File: src/rtl/uart_pkg.sv
// Constants shared by the UART TX serializer and its RX sampler counterpart.
package uart_pkg;

    localparam int unsigned DEFAULT_SAMPLES_PER_BIT = 10;
    localparam int unsigned DEFAULT_DATA_BITS       = 8;
    localparam int unsigned DEFAULT_STOP_BITS       = 1;
    localparam int unsigned BIT_INDEX_W             = 4;

    localparam logic LINE_IDLE  = 1'b1;
    localparam logic LINE_START = 1'b0;

    typedef enum logic [2:0] {
        TX_IDLE   = 3'd0,
        TX_START  = 3'd1,
        TX_DATA   = 3'd2,
        TX_PARITY = 3'd3,
        TX_STOP   = 3'd4
    } tx_state_e;

    // Parity over an already-masked payload; odd=1 inverts the even result.
    function automatic logic parity_bit(input logic [7:0] data, input logic odd);
        return (^data) ^ odd;
    endfunction

endpackage

File: src/rtl/uart_bit_timer.sv
// Bit-period counter: counts 0..SAMPLES_PER_BIT-1 while enabled, ticks at terminal count.
module uart_bit_timer
    import uart_pkg::*;
#(
    parameter int unsigned SAMPLES_PER_BIT = DEFAULT_SAMPLES_PER_BIT
) (
    input  logic clk,
    input  logic rst,
    input  logic en,
    input  logic clr,
    output logic bit_tick_c
);

    localparam int unsigned     CNT_W    = (SAMPLES_PER_BIT > 1) ? $clog2(SAMPLES_PER_BIT) : 1;
    localparam logic [CNT_W-1:0] TERMINAL = CNT_W'(SAMPLES_PER_BIT - 1);

    logic [CNT_W-1:0] count_q;
    logic [CNT_W-1:0] count_d;

    assign bit_tick_c = en && (count_q == TERMINAL);

    // Next count: clear wins, wrap at terminal count, otherwise advance while enabled.
    always_comb begin
        count_d = count_q;
        if (clr) begin
            count_d = '0;
        end else if (bit_tick_c) begin
            count_d = '0;
        end else if (en) begin
            count_d = count_q + CNT_W'(1);
        end
    end

    // Counter register.
    always_ff @(posedge clk or posedge rst) begin
        if (rst) begin
            count_q <= '0;
        end else begin
            count_q <= count_d;
        end
    end

endmodule

File: src/rtl/uart_tx_serializer.sv
// UART transmitter: accepts a byte via valid/ready and shifts out a start/data/stop frame, LSB first.
// Optional parity bit between data and stop is enabled by defining UART_TX_PARITY_EN.
module uart_tx_serializer
    import uart_pkg::*;
#(
    parameter int unsigned SAMPLES_PER_BIT = DEFAULT_SAMPLES_PER_BIT,
    parameter int unsigned DATA_BITS       = DEFAULT_DATA_BITS,
    parameter int unsigned STOP_BITS       = DEFAULT_STOP_BITS,
    parameter int unsigned PARITY_ODD      = 0
) (
    input  logic                   sampling_clock,
    input  logic                   reset,
    input  logic [7:0]             tx_data,
    input  logic                   tx_valid,
    output logic                   tx_ready,
    output logic                   tx,
    output logic                   tx_busy,
    output logic [BIT_INDEX_W-1:0] bit_index
);

    localparam logic [BIT_INDEX_W-1:0] LAST_DATA_IDX = BIT_INDEX_W'(DATA_BITS - 1);
    localparam logic [BIT_INDEX_W-1:0] LAST_STOP_IDX = BIT_INDEX_W'(STOP_BITS - 1);

    // Reject parameter sets the datapath cannot represent.
    if (SAMPLES_PER_BIT < 2 || DATA_BITS < 1 || DATA_BITS > 8 ||
        STOP_BITS < 1 || STOP_BITS > 2 || PARITY_ODD > 1) begin : g_param_check
        $error("uart_tx_serializer: unsupported parameter set");
    end

    tx_state_e              state_q,   state_d;
    logic [DATA_BITS-1:0]   shift_q,   shift_d;
    logic [BIT_INDEX_W-1:0] bit_idx_q, bit_idx_d;
    logic                   tx_q,      tx_d;
    logic                   ready_q,   ready_d;
    logic                   busy_q,    busy_d;
`ifdef UART_TX_PARITY_EN
    logic                   parity_q,  parity_d;
`endif

    logic                   accept_c;
    logic                   bit_tick_c;
    logic [DATA_BITS-1:0]   shifted_c;

    assign shifted_c = shift_q >> 1;

    // Sample counter runs in every non-idle state and restarts on accept.
    uart_bit_timer #(
        .SAMPLES_PER_BIT (SAMPLES_PER_BIT)
    ) u_bit_timer (
        .clk        (sampling_clock),
        .rst        (reset),
        .en         (state_q != TX_IDLE),
        .clr        (accept_c),
        .bit_tick_c (bit_tick_c)
    );

    // Next-state and next-output logic; every bit change happens on a bit tick or the accept edge.
    always_comb begin
        state_d   = state_q;
        shift_d   = shift_q;
        bit_idx_d = bit_idx_q;
        tx_d      = tx_q;
        ready_d   = ready_q;
        busy_d    = busy_q;
`ifdef UART_TX_PARITY_EN
        parity_d  = parity_q;
`endif
        accept_c  = 1'b0;

        unique case (state_q)
            TX_IDLE: begin
                tx_d      = LINE_IDLE;
                ready_d   = 1'b1;
                busy_d    = 1'b0;
                bit_idx_d = '0;
                if (tx_valid && ready_q) begin
                    accept_c = 1'b1;
                    shift_d  = tx_data[DATA_BITS-1:0];
                    state_d  = TX_START;
                    tx_d     = LINE_START;
                    ready_d  = 1'b0;
                    busy_d   = 1'b1;
`ifdef UART_TX_PARITY_EN
                    parity_d = parity_bit(8'(tx_data[DATA_BITS-1:0]), 1'(PARITY_ODD));
`endif
                end
            end

            TX_START: begin
                if (bit_tick_c) begin
                    state_d   = TX_DATA;
                    tx_d      = shift_q[0];
                    bit_idx_d = '0;
                end
            end

            TX_DATA: begin
                if (bit_tick_c) begin
                    if (bit_idx_q == LAST_DATA_IDX) begin
                        bit_idx_d = '0;
`ifdef UART_TX_PARITY_EN
                        state_d   = TX_PARITY;
                        tx_d      = parity_q;
`else
                        state_d   = TX_STOP;
                        tx_d      = LINE_IDLE;
`endif
                    end else begin
                        shift_d   = shifted_c;
                        tx_d      = shifted_c[0];
                        bit_idx_d = bit_idx_q + BIT_INDEX_W'(1);
                    end
                end
            end

`ifdef UART_TX_PARITY_EN
            TX_PARITY: begin
                if (bit_tick_c) begin
                    state_d   = TX_STOP;
                    tx_d      = LINE_IDLE;
                    bit_idx_d = '0;
                end
            end
`endif

            TX_STOP: begin
                tx_d = LINE_IDLE;
                if (bit_tick_c) begin
                    if (bit_idx_q == LAST_STOP_IDX) begin
                        state_d   = TX_IDLE;
                        ready_d   = 1'b1;
                        busy_d    = 1'b0;
                        bit_idx_d = '0;
                    end else begin
                        bit_idx_d = bit_idx_q + BIT_INDEX_W'(1);
                    end
                end
            end

            default: begin
                state_d   = TX_IDLE;
                tx_d      = LINE_IDLE;
                ready_d   = 1'b1;
                busy_d    = 1'b0;
                bit_idx_d = '0;
            end
        endcase
    end

    // State and output registers; reset aborts any frame and returns the line to idle.
    always_ff @(posedge sampling_clock or posedge reset) begin
        if (reset) begin
            state_q   <= TX_IDLE;
            shift_q   <= '0;
            bit_idx_q <= '0;
            tx_q      <= LINE_IDLE;
            ready_q   <= 1'b1;
            busy_q    <= 1'b0;
`ifdef UART_TX_PARITY_EN
            parity_q  <= 1'b0;
`endif
        end else begin
            state_q   <= state_d;
            shift_q   <= shift_d;
            bit_idx_q <= bit_idx_d;
            tx_q      <= tx_d;
            ready_q   <= ready_d;
            busy_q    <= busy_d;
`ifdef UART_TX_PARITY_EN
            parity_q  <= parity_d;
`endif
        end
    end

    assign tx        = tx_q;
    assign tx_ready  = ready_q;
    assign tx_busy   = busy_q;
    assign bit_index = bit_idx_q;

endmodule
File: config.mk
export PLATFORM = sky130hd
export DESIGN_NAME = uart_tx_serializer
export DESIGN_NICKNAME = d
export VERILOG_FILES = /design/src/rtl/uart_pkg.sv /design/src/rtl/uart_bit_timer.sv /design/src/rtl/uart_tx_serializer.sv
export SDC_FILE = /design/constraint.sdc
export NUM_CORES = 1
export LEC_CHECK = 0
export CAP_MARGIN = 10
export CORE_UTILIZATION = 55
export DETAILED_ROUTE_END_ITERATION = 12
export PLACE_DENSITY = 0.85
export SETUP_SLACK_MARGIN = 0.15
export SKIP_LAST_GASP = 1
export SLEW_MARGIN = 30
export SYNTH_ARGS = -nofsm -noshare
export SYNTH_HDL_FRONTEND = slang
export SYNTH_SLANG_ARGS = --single-unit
File: constraint.sdc
create_clock -name sampling_clock -period 5 [get_ports sampling_clock]
set_input_delay 0.5 -clock sampling_clock [delete_from_list [all_inputs] [get_ports sampling_clock]]
set_output_delay 0.5 -clock sampling_clock [all_outputs]
set_load 0.02 [all_outputs]
==> results_dict.tcl <==
set metrics [dict create \
    critPathKind "reg -> reg" \
    slew_viol_final 0 \
    end_kind "register" \
    globalRouteMet3Util_pct 2.38 \
    slew_headroom_pct 41.8 \
    holdWs_ns 0.489 \
    synth_cell_types 41 \
    grt_max_degree 23 \
    first_global_vias 952 \
    grt.met2_usage_pct 36.4 \
    overflow 0 \
    hold_violations 0 \
    via_per_inst 5.92 \
    wirelength_mm 2.50 \
    clock_path_buffers 2 \
    required_ns 5.20 \
    first_iter_violations 14 \
    clk_latency_ns 0.30 \
    post-cts-setup-buffers 0 \
    path_max_fanout 16 \
    dr.pass1.iters 4 \
    clk_pin_slew_ns 0.11 \
    core_area_sq_mm 0.00225 \
    cts_buffers 3 \
    syn_to_final_growth_pct 13.8 \
    cts_tree "built" \
    r2r_setup_slack_ns 2.73 \
    grt_usage_pct 22.2 \
    r2r_cells 3 \
    synthesis.area_sq_mm 0.00134 \
    place_congestion 0.831 \
    fin_crit_sh_pct 45.3 \
    worstHoldPathType "reg -> reg" \
    grt_most_used_layer "met2" \
    status "complete, no violations" \
    htreeDepth 1 \
    synth_ff_type "dfrtp_1" \
    finClkSkew_ns 0.00498 \
    ant_nets 0 \
    synth-edff-count 0 \
    pwr_density_cell_mw_per_mm2 434 \
    synthArstFlopShare_pct 100 \
    cp-start-kind "register" \
    yosys_register_bits 22 \
    setup_tns_ns 0 \
    wl_per_cell_microns 14.9 \
    rsz0062_at_grt "no" \
    die_h_microns 51.3 \
    cts_hold_buffers 0 \
    nets 157 \
    ctsRootBufferMaster "clkbuf_4" \
    met1_usage_pct 28.6 \
    fp-row-count 17 \
    port_buffers 17 \
    max_cap_viol_count 0 \
    synth_fp_nets 142 \
    critPathArrivalTime_ns 2.46 \
    start_util_pct 59.2 \
    layout_min_cycle_time_ns 2.27 \
    leakage_nw 0.682 \
    antenna-diode-count 0 \
    ir_drop_v 0.000296 \
    die_x_microns 51.3 \
    pin_count 18 \
    finalSetupViolations 0 \
    die_area_sq_mm 0.00263 \
    hpwl_mm 1.81 \
    avgSynthCellArea_sq_um 10.5 \
    grt_pass1_wl_mm 4.33 \
    netlist_instances 127 \
    cts_resized 0 \
    cts_sinks 22 \
    ys_warn_count 0 \
    num_vias 994 \
    holdPathStages 1 \
    drc_errors 0 \
    worstMarginPinSlew_ns 0.869 \
    drive_gt1_share_pct 16.4 \
    antenna_found_initial 0 \
    clock.fmax_mhz 441 \
    seq_area_frac_synth_pct 41.4 \
]
## stage by stage
step / worst slack, ns / instance area, sq um / instances / power, mW / utilization (%)
after floorplan: 3.25 / 1340 / 127 / 0.518 / -
after global placement: 2.81 / 1500 / 165 / 0.566 / 66.4
after detailed placement: 2.73 / 1500 / 165 / 0.583 / 66.4
after CTS: 2.71 / 1520 / 168 / 0.660 / 67.4
after global routing: 2.55 / 1520 / 168 / 0.703 / 67.4
final: 2.73 / 1520 / 168 / 0.659 / 67.4
## layout by cell type (no fill, tap or decap), types with 2 or more instances in the layout
| master | Yosys | layout |
|---|---|---|
| nor2_1 | 6 | 6 |
| dfstp_2 | 2 | 2 |
| o21ai_0 | 4 | 4 |
| nand2_1 | 5 | 5 |
| mux2_4 | 7 | 7 |
| nand3b_1 | 2 | 2 |
| a21oi_1 | 8 | 8 |
| nand3_1 | 5 | 5 |
| a31oi_1 | 2 | 2 |
| ha_1 | 4 | 4 |
| or3_1 | 3 | 3 |
| dfrtp_1 | 20 | 20 |
| clkdlybuf4s50_1 | 0 | 17 |
| o21ai_1 | 8 | 8 |
| o21a_1 | 2 | 2 |
| mux2_2 | 7 | 7 |
| a32o_1 | 2 | 2 |
| inv_1 | 7 | 7 |
| clkbuf_4 | 0 | 3 |
| nor2b_1 | 5 | 5 |
| o211ai_1 | 2 | 2 |
## layout make-up
type                       instances  area, sq um
tap                               28         35.0
sequential                        22          553
multi-input combinational         91          712
clock buffer                       3         22.5
inverter                           7         26.3
fill                             176          736
timing repair buffer              17          170
## power by group
| part | internal, mW | switching, mW | total (mW) |
|---|---|---|---|
| logic | 0.144 | 0.129 | 0.273 |
| registers | 0.246 | 0.0613 | 0.307 |
| clock network | 0.0281 | 0.0506 | 0.0787 |
| total | 0.417 | 0.241 | 0.659 |
## synthesized netlist by cell type (all sizes together) (3+ instances only)
library cell  instances  share of area (%)
or3                   3                1.4
o21ai                12                4.5
nand3                 5                1.9
dfrtp                20                 37
clkbuf                3               0.84
a21oi                 8                3.0
mux2                 14                 14
ha                    4                3.7
nor2b                 5                2.3
nor2                  7                3.2
a31oi                 3                2.5
nand2                 5                1.4
buf                   4                2.4
inv                   7                2.0
## final timing paths
check | end | startpoint
worst max-delay path | shift_q[6] | state_q[1]
worst min register to register | shift_q[7] | shift_q[7]
min in group asynchronous | shift_q[2] | reset
worst min-delay path | shift_q[7] | shift_q[7]
max in group asynchronous | shift_q[0] | reset
worst max register to register | shift_q[6] | state_q[1]
## state kept, by name, summed over array words and instances, names as in the netlist
signal               count
bit_index                4
u_bit_timer.count_q      4
tx_ready                 1
tx                       1
state_q                  3
tx_busy                  1
shift_q                  8
## layer usage
layer	wire, microns	vias to the layer above
met5	0	-
met4	47	0
met3	68	4
met2	1230	19
met1	1150	485
li1	-	486
## worst max-delay path, stage by stage (launching register included)
cell and delay (ns):
dfrtp_1 0.63, nor3b_2 0.80, a31oi_4 0.35, mux2_4 0.38
## cell families after synthesis
family | synth area share, %
AO/OA/AOI/OAI | 17.5
XOR/XNOR | 0.656
adder cells (fa/ha/maj) | 3.75
buffers and inverters | 5.25
flip-flops | 41.4
multiplexers | 14.5
AND/OR/NAND/NOR | 16.9
No activity file was read; power rests on OpenSTA's default activity.
==> RTL edit 1 (same flow settings) <==
Re-encode `tx_state_e` (5 states) as one-hot, 5 bits wide.
--- a/src/rtl/uart_pkg.sv
+++ b/src/rtl/uart_pkg.sv
@@ -9,12 +9,12 @@
     localparam logic LINE_IDLE  = 1'b1;
     localparam logic LINE_START = 1'b0;
 
-    typedef enum logic [2:0] {
-        TX_IDLE   = 3'd0,
-        TX_START  = 3'd1,
-        TX_DATA   = 3'd2,
-        TX_PARITY = 3'd3,
-        TX_STOP   = 3'd4
+    typedef enum logic [4:0] {
+        TX_IDLE   = 5'b00001,
+        TX_START  = 5'b00010,
+        TX_DATA   = 5'b00100,
+        TX_PARITY = 5'b01000,
+        TX_STOP   = 5'b10000
     } tx_state_e;
 
     // Parity over an already-masked payload; odd=1 inverts the even result.
Behaviour: no difference found for any inputs over 10 cycles, from zero or initial values and one cycle with reset high; not proved beyond that.
==> RTL edit 1 against the unedited design <==
  * Setup slack worse by 0.087 ns
  * Worst hold slack better by 0.048 ns
  * Sequential share of layout area up 1.5 points
  * Sequential power up 5%
  * Power down 1.4%
  * Sequential cell count up 1
  * Count of clock-buffer cells in the layout up 1
  * Largest cell class unchanged
  * Design area up 0.66%
  * Critical endpoint is now shift_q[5]
  * Clock power up 11%
  * Wire length up 11%
  * Synthesized area down 0.47%
  * Highest routed layer unchanged
  * Non-clock buffer count unchanged
==> RTL edit 1: results (changes against the unedited design) <==
[setup_path]
reg2reg_slack_ns=2.65  ; -0.09 ns
critPathMaxStageDelay_ns=0.70  ; -0.10 ns
critPathLaunch=state_q[2]
cp.arrival_ns=2.59  ; +0.13 ns
crit_fanout=17  ; +1
r2r_end=shift_q[5]
timing.rr.start=state_q[2]

[yosys]
synthMuxAreaShare=0.00847  ; -0.137
seq_area_frac_synth=0.436  ; +0.0217
synthAdderAreaFrac=0.0377  ; +0.000176
syn_nets=164  ; +15%
synthTopCellsByCount=nand2_1, dfrtp_1, nor2_1
synthXorXnorAreaFrac=0.00659  ; +0.0000309
synthTopCellsByArea=dfrtp_1, nand2_1, dfstp_2

[outcome]
status=finished, final reports clean

[routing]
dr_total_vias=1150  ; +16%
routed_wl_mm=2.78  ; +11%
drtIter0Drc=28  ; +14

[cells_and_area]
fill_cells=206  ; +17%
nets=179  ; +14%

[placement]
place_congestion=0.833  ; +0.20%
pre_cts_slack_ns=2.69  ; -0.0452 ns
post_dp_cell_area_um2=1500  ; about the same
dp_hpwl_mm=2.01  ; +11%

[grt]
grt_usage=0.246  ; +0.0242
grt_pass1_vias=1049  ; +10%

[sta]
worstMarginPinSlew_ns=0.850  ; -0.0194 ns
min_period_ns=2.35  ; +0.0866 ns

[pwr]
p_leak_uw=0.000623  ; -8.7%

[worst_hold_path]
hp-start=tx
whs_path_depth=2  ; +1

==> RTL edit 1: changes by cell type after synthesis, sizes merged, moves of 4 or more <==
cell and delta:
nor3 +7, a31oi +4, mux2 -13, nor2b -5, nand2 +18, nor2 +9
o21ai -4
==> RTL edit 1: area by class of cell <==
type	count	area (um^2)	share of cell area
multi-input combinational	109	681	0.445
sequential	23	579	0.379
timing repair buffer	17	170	0.111
inverter	10	37.5	0.0245
tap	28	35.0	0.0229
clock buffer	4	26.3	0.0172
==> RTL edit 1: power by group through the flow <==
stage	clock, uW	combinational [uW]	sequential [uW]
floorplan	0	184	310
global placement	0	229	319
detailed placement	0	240	323
CTS	91.4	241	320
global route	96.6	270	331
finish	87.6	240	322
==> RTL edit 1: per-stage QoR <==
step / hold slack, ns / utilization / cells
after floorplan: 0.479 / - / 149
after global placement: 0.512 / 0.664 / 187
after detailed placement: 0.520 / 0.664 / 187
after CTS: 0.538 / 0.676 / 191
after global routing: 0.570 / 0.678 / 191
final: 0.538 / 0.678 / 191
==> RTL edit 1: worst register-to-register path, stage by stage, from the launching register on <==
cell     delay [ns]
dfrtp_1        0.66
or4b_1         0.70
o32ai_4        0.60
nor2_1         0.11
a31oi_1        0.20
==> RTL edit 1: cells by family (layout without fill, tap and decap cells) <==
family                     count (synthesis)  after routing
AOI/OAI and AO/OA                         36             36
xor gates and xnor gates                   1              1
adders and majority gates                  4              4
buffers and inverters                     17             31
DFF                                       23             23
muxes                                      1              1
and+or+nand+nor                           67             67
==> RTL edit 1: metal layers <==
layer / up-vias / GRT usage / part of all wire
met2: 19 / 0.410 / 0.49
li1: 561 / - / -
met4: 0 / 0.125 / 0.020
met5: - / 0 / 0
met1: 565 / 0.297 / 0.46
met3: 5 / 0.0536 / 0.028
==> RTL edit 2 (config.mk and constraints unchanged) <==
Without the edit above. Add a define of `UART_TX_PARITY_EN`.
--- a/src/rtl/uart_tx_serializer.sv
+++ b/src/rtl/uart_tx_serializer.sv
@@ -1,5 +1,7 @@
 // UART transmitter: accepts a byte via valid/ready and shifts out a start/data/stop frame, LSB first.
 // Optional parity bit between data and stop is enabled by defining UART_TX_PARITY_EN.
+`define UART_TX_PARITY_EN
+
 module uart_tx_serializer
     import uart_pkg::*;
 #(
Check against the original RTL: no difference found for any inputs over 10 cycles, from zero or initial values and one cycle with reset high; that may be too few to reach the edited logic, so the function may still have changed.
==> RTL edit 2 against the unedited design <==
  * Setup slack improved by 0.26 ns
  * Critical path depth decreased by 2
  * Wire length is 9.7% higher
  * Register-to-register slack better by 0.29 ns
  * Power rose by 15%
  * Worst hold slack improved by 0.027 ns
  * Synthesized area is 2.1% higher
  * Design area up 3.5%
  * Sequential cell count rose by 1
  * Count of clock-buffer cells in the layout stayed put
  * First-iteration DRC count rose by 50%
  * Largest power group unchanged
==> RTL edit 2: results (changes against the unedited design) <==
[grt]
grt_usage=0.240  ; +0.0174
grt_pass1_vias=1039  ; +9.1%
grt_pass1_wl_mm=4.65  ; +7.5%
grt_max_degree=24  ; +4.3%

[setup_path]
critPathSlowestCell=clkdlybuf4s50_1
crit_fanout=5  ; -11
critPathMaxStageDelay_ns=0.61  ; -0.19 ns
critPathTopFamily=buffers and inverters
r2r_end=shift_q[2]
critPathLaunch=tx_ready
endpoint=tx_ready
cp.arrival_ns=1.51  ; -0.95 ns
reg2reg_slack_ns=3.02  ; +0.29 ns

[sta]
relSlewSlack=0.671  ; +0.253
clock_skew_ns=0.00641  ; +0.00143 ns

[yosys]
seq_area_frac_synth=0.424  ; +0.0100
synthTopCellsByCount=dfrtp_1, nand2_1, mux2_2, o21ai_0
synthXorXnorAreaFrac=0.0579  ; +0.0513
synthAdderAreaFrac=0.0367  ; -0.000757
yosysUniqueCellTypes=37  ; -9.8%
synthMuxAreaShare=0.158  ; +0.0127
synth-compound-area-share=0.129  ; -0.0467
syn_nets=145  ; +2.1%
synthTopCellsByArea=dfrtp_1, mux2_4, mux2_2
synth_area_um2=1360  ; +2.1%

[routing]
wl_met2_mm=1.39  ; +12%
wl_met3_um=108  ; +59%
wl_met1_mm=1.21  ; +5.3%
viasPerCell=5.85  ; -1.1%
drt-wirelength-per-cell_um=15.7  ; +5.3%
drtIter0Drc=21  ; +7

[pwr]
p_leak_uw=0.000689  ; +1.1%
ir_drop_uv=350  ; +18%

[cells_and_area]
num_antenna_cells=0  ; unchanged
fill_cells=166  ; -5.7%
multi_input_comb_area_um2=736  ; +3.3%
clk_share=0.0175  ; +0.00267
nets=163  ; +3.8%
multi_input_cells=96  ; +5.5%
flops_and_latches=23  ; +4.5%
drive_above_1_share=0.156  ; -0.00782
n_all_buffers=17  ; unchanged
sh_seq_area=0.368  ; +0.00346
buf_share=0.108  ; -0.00383

[placement]
dp_hpwl_mm=2.13  ; +18%
place_congestion=0.800  ; -3.7%

[outcome]
status=finished, final reports clean

==> RTL edit 2: cell types whose count changed in the layout (fill, tap and decap cells not counted), sizes merged, moves of 3 or more <==
cell / change
a21oi: -4
a31oi: -3
nand2: +4
nor2b: -3
o21ai: -4
o22ai: +3
xnor2: +7
==> RTL edit 2: routing by layer <==
layer	global-route usage	up-vias
met2	0.413	29
met3	0.0643	5
met1	0.293	492
met4	0.0631	0
met5	0	-
li1	-	498
==> RTL edit 2: through the flow <==
stage                     hold WS (ns)   util  setup WS, ns  instances  area, um^2
after floorplan                  0.480      -          3.26        130        1360
after global placement           0.489  0.679          2.96        171        1550
after detailed placement         0.498  0.679          2.90        171        1550
after CTS                        0.528  0.691          2.97        175        1570
after global routing             0.547  0.691          2.88        175        1570
final                            0.516  0.691          2.99        175        1570
==> RTL edit 2: power by group <==
part	internal, uW	total (uW)	switching [uW]
Combinational	174	327	153
Clock	30.0	84.2	54.2
Sequential	265	344	78.7
Total	470	755	286
